$ cat src/rtl/timer_counter_pkg.sv
// Shared constants for the memory-mapped countdown timer: register offsets,
// CTRL bit positions, MODE encodings and FSM state encodings.
package timer_counter_pkg;

    localparam logic [3:0] TC_CTRL   = 4'h0;
    localparam logic [3:0] TC_PRESET = 4'h4;
    localparam logic [3:0] TC_COUNT  = 4'h8;

    localparam int CTRL_EN      = 0;
    localparam int CTRL_MODE_LO = 1;
    localparam int CTRL_MODE_HI = 2;
    localparam int CTRL_IM      = 3;

    // Both 1x encodings fall back to one-shot behaviour.
    typedef enum logic [1:0] {
        MODE_ONESHOT = 2'b00,
        MODE_AUTO    = 2'b01,
        MODE_RSVD2   = 2'b10,
        MODE_RSVD3   = 2'b11
    } tc_mode_e;

    typedef enum logic [1:0] {
        ST_IDLE = 2'd0,
        ST_LOAD = 2'd1,
        ST_CNT  = 2'd2,
        ST_INT  = 2'd3
    } tc_state_e;

endpackage

$ cat src/rtl/timer_counter_if.sv
// Bridge-side bus of the timer: byte address, qualified write strobe,
// write data, combinational read data and the interrupt request.
interface timer_counter_if;
    logic [31:0] addr;
    logic        we;
    logic [31:0] din;
    logic [31:0] dout;
    logic        irq;

    modport master (output addr, we, din, input dout, irq);
    modport slave  (input addr, we, din, output dout, irq);
endinterface

$ cat src/rtl/timer_counter.sv
// Memory-mapped countdown timer with one-shot / auto-reload modes and a
// maskable interrupt. CTRL +0x0, PRESET +0x4, COUNT +0x8 (read-only).
//
//  state   | meaning
//  --------+----------------------------------------------------------
//  ST_IDLE | waiting for CTRL.EN
//  ST_LOAD | COUNT <= PRESET
//  ST_CNT  | decrementing COUNT; EN=0 aborts back to IDLE with COUNT held
//  ST_INT  | expiry; one-shot clears EN, auto-reload keeps EN and drops the flag
module timer_counter
    import timer_counter_pkg::*;
#(
    parameter logic [31:0] BASE_ADDR = 32'h0000_7f00
) (
    input  logic            clk,
    input  logic            reset,
    timer_counter_if.slave  bus
);

    localparam logic [1:0] IDX_CTRL   = TC_CTRL[3:2];
    localparam logic [1:0] IDX_PRESET = TC_PRESET[3:2];
    localparam logic [1:0] IDX_COUNT  = TC_COUNT[3:2];

    tc_state_e   state_q, state_d;
    logic [3:0]  ctrl_q, ctrl_d;
    logic [31:0] preset_q, preset_d;
    logic [31:0] count_q, count_d;
    logic        int_flag_q, int_flag_d;

    logic        sel;
    logic        wr;
    logic [1:0]  idx;
    tc_mode_e    mode;
    logic        unused_addr_bits;

    assign sel  = (bus.addr[31:4] == BASE_ADDR[31:4]);
    assign wr   = bus.we & sel;
    assign idx  = bus.addr[3:2];
    assign mode = tc_mode_e'(ctrl_q[CTRL_MODE_HI:CTRL_MODE_LO]);
    assign unused_addr_bits = ^bus.addr[1:0];

    always_comb begin
        state_d    = state_q;
        ctrl_d     = ctrl_q;
        preset_d   = preset_q;
        count_d    = count_q;
        int_flag_d = int_flag_q;

        // Bus clear comes first so that a flag set on the expiry edge overrides it.
        if (wr && (idx == IDX_CTRL || idx == IDX_PRESET)) begin
            int_flag_d = 1'b0;
        end

        case (state_q)
            ST_IDLE: begin
                if (ctrl_q[CTRL_EN]) begin
                    state_d = ST_LOAD;
                end
            end
            ST_LOAD: begin
                count_d = preset_q;
                state_d = ST_CNT;
            end
            ST_CNT: begin
                if (!ctrl_q[CTRL_EN]) begin
                    state_d = ST_IDLE;
                end else if (count_q > 32'd1) begin
                    count_d = count_q - 32'd1;
                end else begin
                    count_d    = '0;
                    int_flag_d = 1'b1;
                    state_d    = ST_INT;
                end
            end
            ST_INT: begin
                state_d = ST_IDLE;
                if (mode == MODE_AUTO) begin
                    int_flag_d = 1'b0;
                end else begin
                    ctrl_d[CTRL_EN] = 1'b0;
                end
            end
            default: state_d = ST_IDLE;
        endcase

        // A CTRL write lands after the FSM so it overrides the one-shot EN clear.
        if (wr && idx == IDX_CTRL) begin
            ctrl_d = bus.din[3:0];
        end
        if (wr && idx == IDX_PRESET) begin
            preset_d = bus.din;
        end
    end

    always_ff @(posedge clk or posedge reset) begin
        if (reset) begin
            state_q    <= ST_IDLE;
            ctrl_q     <= '0;
            preset_q   <= '0;
            count_q    <= '0;
            int_flag_q <= 1'b0;
        end else begin
            state_q    <= state_d;
            ctrl_q     <= ctrl_d;
            preset_q   <= preset_d;
            count_q    <= count_d;
            int_flag_q <= int_flag_d;
        end
    end

    always_comb begin
        case (idx)
            IDX_CTRL:   bus.dout = {28'd0, ctrl_q};
            IDX_PRESET: bus.dout = preset_q;
            IDX_COUNT:  bus.dout = count_q;
            default:    bus.dout = 32'd0;
        endcase
    end

    assign bus.irq = int_flag_q & ctrl_q[CTRL_IM];

endmodule
$ cat src/flat_wrapper.sv
// flat-port wrapper written by rule: the top's interface ports become plain ports
module timer_counter_flat import timer_counter_pkg::*;
#(
    parameter logic [31:0] BASE_ADDR = 32'h0000_7f00
)
  (clk, reset, bus_addr, bus_we, bus_din, bus_dout, bus_irq);
  timer_counter_if bus_i ();
  input  logic clk;
  input  logic reset;
  input wire logic [$bits(bus_i.addr)-1:0] bus_addr;
  input wire logic [$bits(bus_i.we)-1:0] bus_we;
  input wire logic [$bits(bus_i.din)-1:0] bus_din;
  output wire logic [$bits(bus_i.dout)-1:0] bus_dout;
  output wire logic [$bits(bus_i.irq)-1:0] bus_irq;
  assign bus_i.addr = bus_addr;
  assign bus_i.we = bus_we;
  assign bus_i.din = bus_din;
  assign bus_dout = bus_i.dout;
  assign bus_irq = bus_i.irq;
  timer_counter #(.BASE_ADDR(BASE_ADDR)) u_core (.clk(clk), .reset(reset), .bus(bus_i));
endmodule
$ cat config.mk
export PLATFORM = sky130hd
export DESIGN_NAME = timer_counter_flat
export DESIGN_NICKNAME = d
export VERILOG_FILES = /design/src/rtl/timer_counter_pkg.sv /design/src/rtl/timer_counter_if.sv /design/src/rtl/timer_counter.sv /design/src/flat_wrapper.sv
export SDC_FILE = /design/constraint.sdc
export NUM_CORES = 1
export LEC_CHECK = 0
export ABC_AREA = 1
export CAP_MARGIN = 25
export CORE_MARGIN = 1.5
export CORE_UTILIZATION = 46
export DETAILED_ROUTE_END_ITERATION = 8
export PLACE_DENSITY_LB_ADDON = 0.08
export REMOVE_ABC_BUFFERS = 1
export SLEW_MARGIN = 20
export SYNTH_ARGS = -nofsm -noshare
export SYNTH_HDL_FRONTEND = slang
export SYNTH_SLANG_ARGS = --single-unit
$ cat constraint.sdc
create_clock -name clk -period 2.8 [get_ports clk]
set_input_delay 0.84 -clock clk [delete_from_list [all_inputs] [get_ports clk]]
set_output_delay 0.84 -clock clk [all_outputs]
set_load 0.01 [all_outputs]
# Word-level counts from Yosys, hierarchy flattened
# Cells that the tools add are included.
[word_totals]
register_bits = 71
inputBits = 67
output_inout_bits = 33
wordCells = 48
[classes]
n_addsub = 1
n_lt_le_gt_ge = 1
n_eq_ne = 11
muxes = 16
bitwise_logic = 2
n_reduce_logical = 11
[op_table]
columns = ["op", "n"]
rows = [
  ["32-bit case mux with 3 select lines", 1],
  ["32-bit two-way mux", 2],
  ["32-bit case mux with 2 select lines", 1],
  ["32-bit by 1-bit > comparator with 1-bit output (second input constant)", 1],
  ["32-bit by 1-bit subtractor with 32-bit output (second input constant)", 1],
  ["28-bit by 11-bit equality test with 1-bit output (second input constant)", 1],
  ["2-bit case mux with 4 select lines", 1],
  ["1-bit two-way mux", 7],
  ["2-bit by 1-bit equality test with 1-bit output (second input constant)", 3],
  ["2-bit equality test (second input constant)", 3],
  ["2-bit two-way mux", 3],
  ["2-bit AND reduction", 3],
  ["2-bit zero test", 2],
  ["2-bit by 1-bit != test with 1-bit output (second input constant)", 2],
  ["2-bit nonzero test", 2],
  ["1-bit logical AND", 3],
  ["3-bit != test (second input constant)", 1],
  ["1-bit bitwise AND", 2],
  ["2-bit != test (second input constant)", 1],
  ["1-bit case mux with 2 select lines", 1],
  ["1-bit logical OR", 1],
]

# Longest topological paths before layout
[logic_depth]
word_depth = 7
mapped_depth = 12
mapped_depth_nobuf = 11

# Worst setup path before layout
# No wires, ideal clock.
[synth_timing]
path_kind = "input-to-output"
start = "in bus_addr[2]"
end = "out bus_dout[0]"
arrival_time_ps = 1548
required_time_ps = 1960
setup_slack_ps = 412
cell_stages = 5
n_path_buf = 1
path_cell_list = "inv_1 -> nor2_1 -> inv_1 -> clkbuf_1 -> o221ai_1"
[synth_between]
elab_chain_cells = 2
elab_cells_between_ends = 4
cone_classes = "eq/ne (2); mux (1); reduce/logical (1)"
[synth_lines]
columns = ["item", "line", "text"]
rows = [
  ["start: declaration", "flat_wrapper.sv:10", "input wire logic [$bits(bus_i.addr)-1:0] bus_addr;"],
  ["2-bit equality test, or another cell as far along", "timer_counter.sv:112", "case (idx)"],
  ["32-bit case mux with 3 select lines *", "timer_counter.sv:112", ""],
  ["end: declaration", "flat_wrapper.sv:13", "output wire logic [$bits(bus_i.dout)-1:0] bus_dout;"],
]
# Mark *: on every way between the ends. The rest lies on a longest branch, timed or not.

# Worst setup path after layout
[layout_timing]
start = "in bus_addr[2]"
end = "out bus_dout[3]"
# Same word-level chain as after synthesis.

==> summary.txt <==
Power
  – Worst VDD drop: 0.352 mV
  – Pwr Density: 382 nW/um^2
  – Total leakage power: 2.66 nW

Synth
  – Seq/Total Area, Yosys: 40.3%
  – Post-synthesis cell type with the largest combined area: dfrtp_1
  – Synth area leaders: dfrtp_1 40%, nand2_1 11%, nor2_1 8.3%, inv_1 7.6%, a21oi_1 5.8%
  – Number of synthesized flops with an enable pin: 0
  – Synth top cells by count: 127 x nand2_1, 97 x nor2_1, 89 x inv_1
  – Number of synthesized register bits: 71
  – Synth unique cells: 26
  – Top FF cell, synth: dfrtp_1
  – Syn Inst Count: 620
  – Count leader, synth: nand2_1
  – Warnings from Yosys: 0
  – Post-synth top area share: 40.3%
  – Synth Area per Inst: 7.11 sq um
  – Ys async rst share: 100%
  – Cell area after synthesis: 4410 sq um

Detailed routing
  – Antenna Nets Post-Route: 0
  – Top layer in use: met4
  – Detailed-route via count: 4402
  – DRT iter0 DRCs: 171
  – Routed WL: 11900 microns
  – Met1 WL: 5350 microns
  – Metal3 WL: 605 microns
  – Average vias per placed instance: 5.15
  – TritonRoute pass-1 iters: 6
  – # DRC: 0
  – Routed wire per std cell: 13.9 microns
  – Met2 WL: 5600 microns

Place
  – Port bufs: 97
  – RD Place Congestion: 0.936
  – Detailed Place HPWL: 8810 microns
  – Placed cells: 837

Layout
  – Final nets: 789
  – Storage cell area: 1780 sq um
  – Layout cells sized above 1: 13.7%
  – # diodes: 0
  – Footprint of the multi-input gates: 2180 sq um
  – Non-Filler Instances: 854
  – Filler cell count: 905
  – Area delta synth->final: 28.6%

GRT
  – Vias in the first global route: 4369
  – First-pass GRT wire length: 20000 microns
  – Initial antenna violation count: 0
  – Largest net degree at the start of global routing: 72
  – Total GRT Usage: 24.8%
  – Grt total ovfl: 0

Timing
  – Fmax: 369 MHz
  – Period minus WS final: 2.71 ns
  – Max-slew headroom: 71.1%
  – Measured slew at the worst slew-check pin: 0.432 ns
  – RSZ-0062 raised after global routing: no
  – Period utilization: 96.7%
  – Final Hold Violating Endpoints: 0
  – Final Max Slew Viols: 0
  – Fin Setup TNS: 0 ns
  – Hold WS: 0.516 ns
  – Setup-failing EPs final: 0
  – Worst Skew: 0.0196 ns

Hold path
  – Hold endpoint: u_core.state_q[0]
  – Worst Hold Path Cells: 1
  – Class of the worst hold path: flip-flop to flip-flop
  – Worst Hold Launch: u_core.state_q[0]

Clocking
  – CTS tree: done
  – Longest Clk Path Bufs: 2
  – Worst-Skew Late Latency: 0.36 ns
  – Clock sink total: 71
  – Worst-path clk slew: 0.10 ns
  – H-tree depth: 3
  – Cts hold-fix bufs: 0
  – CTS Buf Count: 9
  – Clock root buffer: clkbuf_8

Floorplanning
  – Starting Density: 47.5%
  – Rows: 35
  – Core area: 9280 sq um
  – Die height: 101 microns
  – Die X: 101 microns
  – Die Area: 10200 sq um
  – IO Count: 100

Setup path
  – Reg-to-Reg End: u_core.count_q[20]
  – Critical Path RT: 1.96 ns
  – R2R Setup Slk: 0.78 ns
  – Reg2reg path depth: 9
  – Startpoint class of the critical path: primary input
  – CP Class: primary input to output port
  – Setup crit end kind: output port
  – Arr. time, crit path: 1.87 ns
  – R2R Path Start: u_core.count_q[0]
  – CP max FO: 4

Outcome
  – Outcome: finished clean

Flow run
  – Max Cap Viol: 0
[sequential cells by signal, indices dropped and copies added, names as in the netlist]
name,flops
u_core.int_flag_q,1
u_core.preset_q,32
u_core.ctrl_q,4
u_core.count_q,32
u_core.state_q,2
[routing by layer]
metal | up-vias | GRT usage (%)
li1 | 2208 | -
met1 | 2044 | 30.3
met5 | - | 0
met3 | 29 | 6.10
met2 | 121 | 42.6
met4 | 0 | 9.19
[worst max-delay path, cell delays in order]
cell	delay, ns
dlygate4sd2_1	0.26
buf_4	0.15
nor2_1	0.25
nand2_1	0.12
o221ai_2	0.09
buf_2	0.16
[kinds of logic (layout without fill, tap and decap cells)]
family	count (synthesis)	count (layout)	synth area share [%]
AND/OR/NAND/NOR	273	273	25.9
buffers and inverters	116	221	11.3
flip-flops	71	71	40.3
AO/OA/AOI/OAI	145	145	19.3
adder cells (fa/ha/maj)	2	2	0.567
XOR/XNOR	13	13	2.58
[layout by cell type, fill, tap and decap left out]
master,synthesis,final
a21oi_1,51,51
a22oi_1,7,7
a22oi_2,8,8
buf_12,0,6
buf_2,6,32
buf_4,3,8
buf_6,6,2
bufinv_16,0,1
clkbuf_8,0,9
clkdlybuf4s50_1,0,63
clkinvlp_4,0,3
dfrtp_1,71,71
dlygate4sd2_1,0,2
ha_1,2,2
inv_1,89,86
inv_2,3,6
inv_6,0,3
nand2_1,127,127
nand2_2,4,4
nand3_1,24,24
nand4_1,9,9
nor2_1,97,95
nor2_2,3,4
nor2_4,4,5
nor3_1,2,2
nor3_2,2,2
o21ai_0,39,39
o21ai_1,8,8
o221ai_1,4,1
o221ai_2,0,3
o22ai_1,28,26
o22ai_2,0,2
or2_2,1,1
xor2_1,13,13
[layout make-up]
type | instances | area share [%]
flip-flops and latches | 71 | 31.3
inverters | 92 | 6.09
clock buffers | 9 | 2.18
repair buffers | 113 | 17.8
multi-input cells | 433 | 38.4
clock inverters | 7 | 1.39
well taps | 129 | 2.85
[through the flow]
stage          setup slack [ns]  util [%]  area (sq um)  total power, mW
2_1_floorplan             0.163         -          4260             1.15
3_3_place_gp             -0.567      60.1          5580             1.34
3_5_place_dp             -0.574      60.1          5580             1.35
4_1_cts                  0.0986      61.1          5670             2.18
5_1_grt                  0.0247      61.1          5670             2.25
6_report                 0.0920      61.1          5670             2.16
[worst max path at each step]
stage / start / to / slack (ns) / depth (start not counted)
after floorplan: reset / u_core.count_q[0] / 0.16 / 1
after global placement: bus_addr[3] / bus_dout[4] / -0.57 / 7
after detailed placement: bus_addr[3] / bus_dout[4] / -0.57 / 7
after CTS: bus_addr[3] / bus_dout[1] / 0.1 / 7
after global routing: bus_addr[3] / bus_dout[1] / 0.02 / 7
final: bus_addr[2] / bus_dout[3] / 0.09 / 6
[power breakdown]
group	internal [mW]	switching, mW	leakage (nW)
sequential	1.03	0.00354	0.666
clock	0.421	0.449	0.0929
combinational	0.145	0.119	1.90
total	1.59	0.572	2.66
[repair_timing]
action	4_1_cts	5_1_grt
setup buffers	1	0
resized for setup	141	0
setup endpoints to repair	32	0
endpoints found under the hold margin	0	0
(Power assumes the default switching activity.)
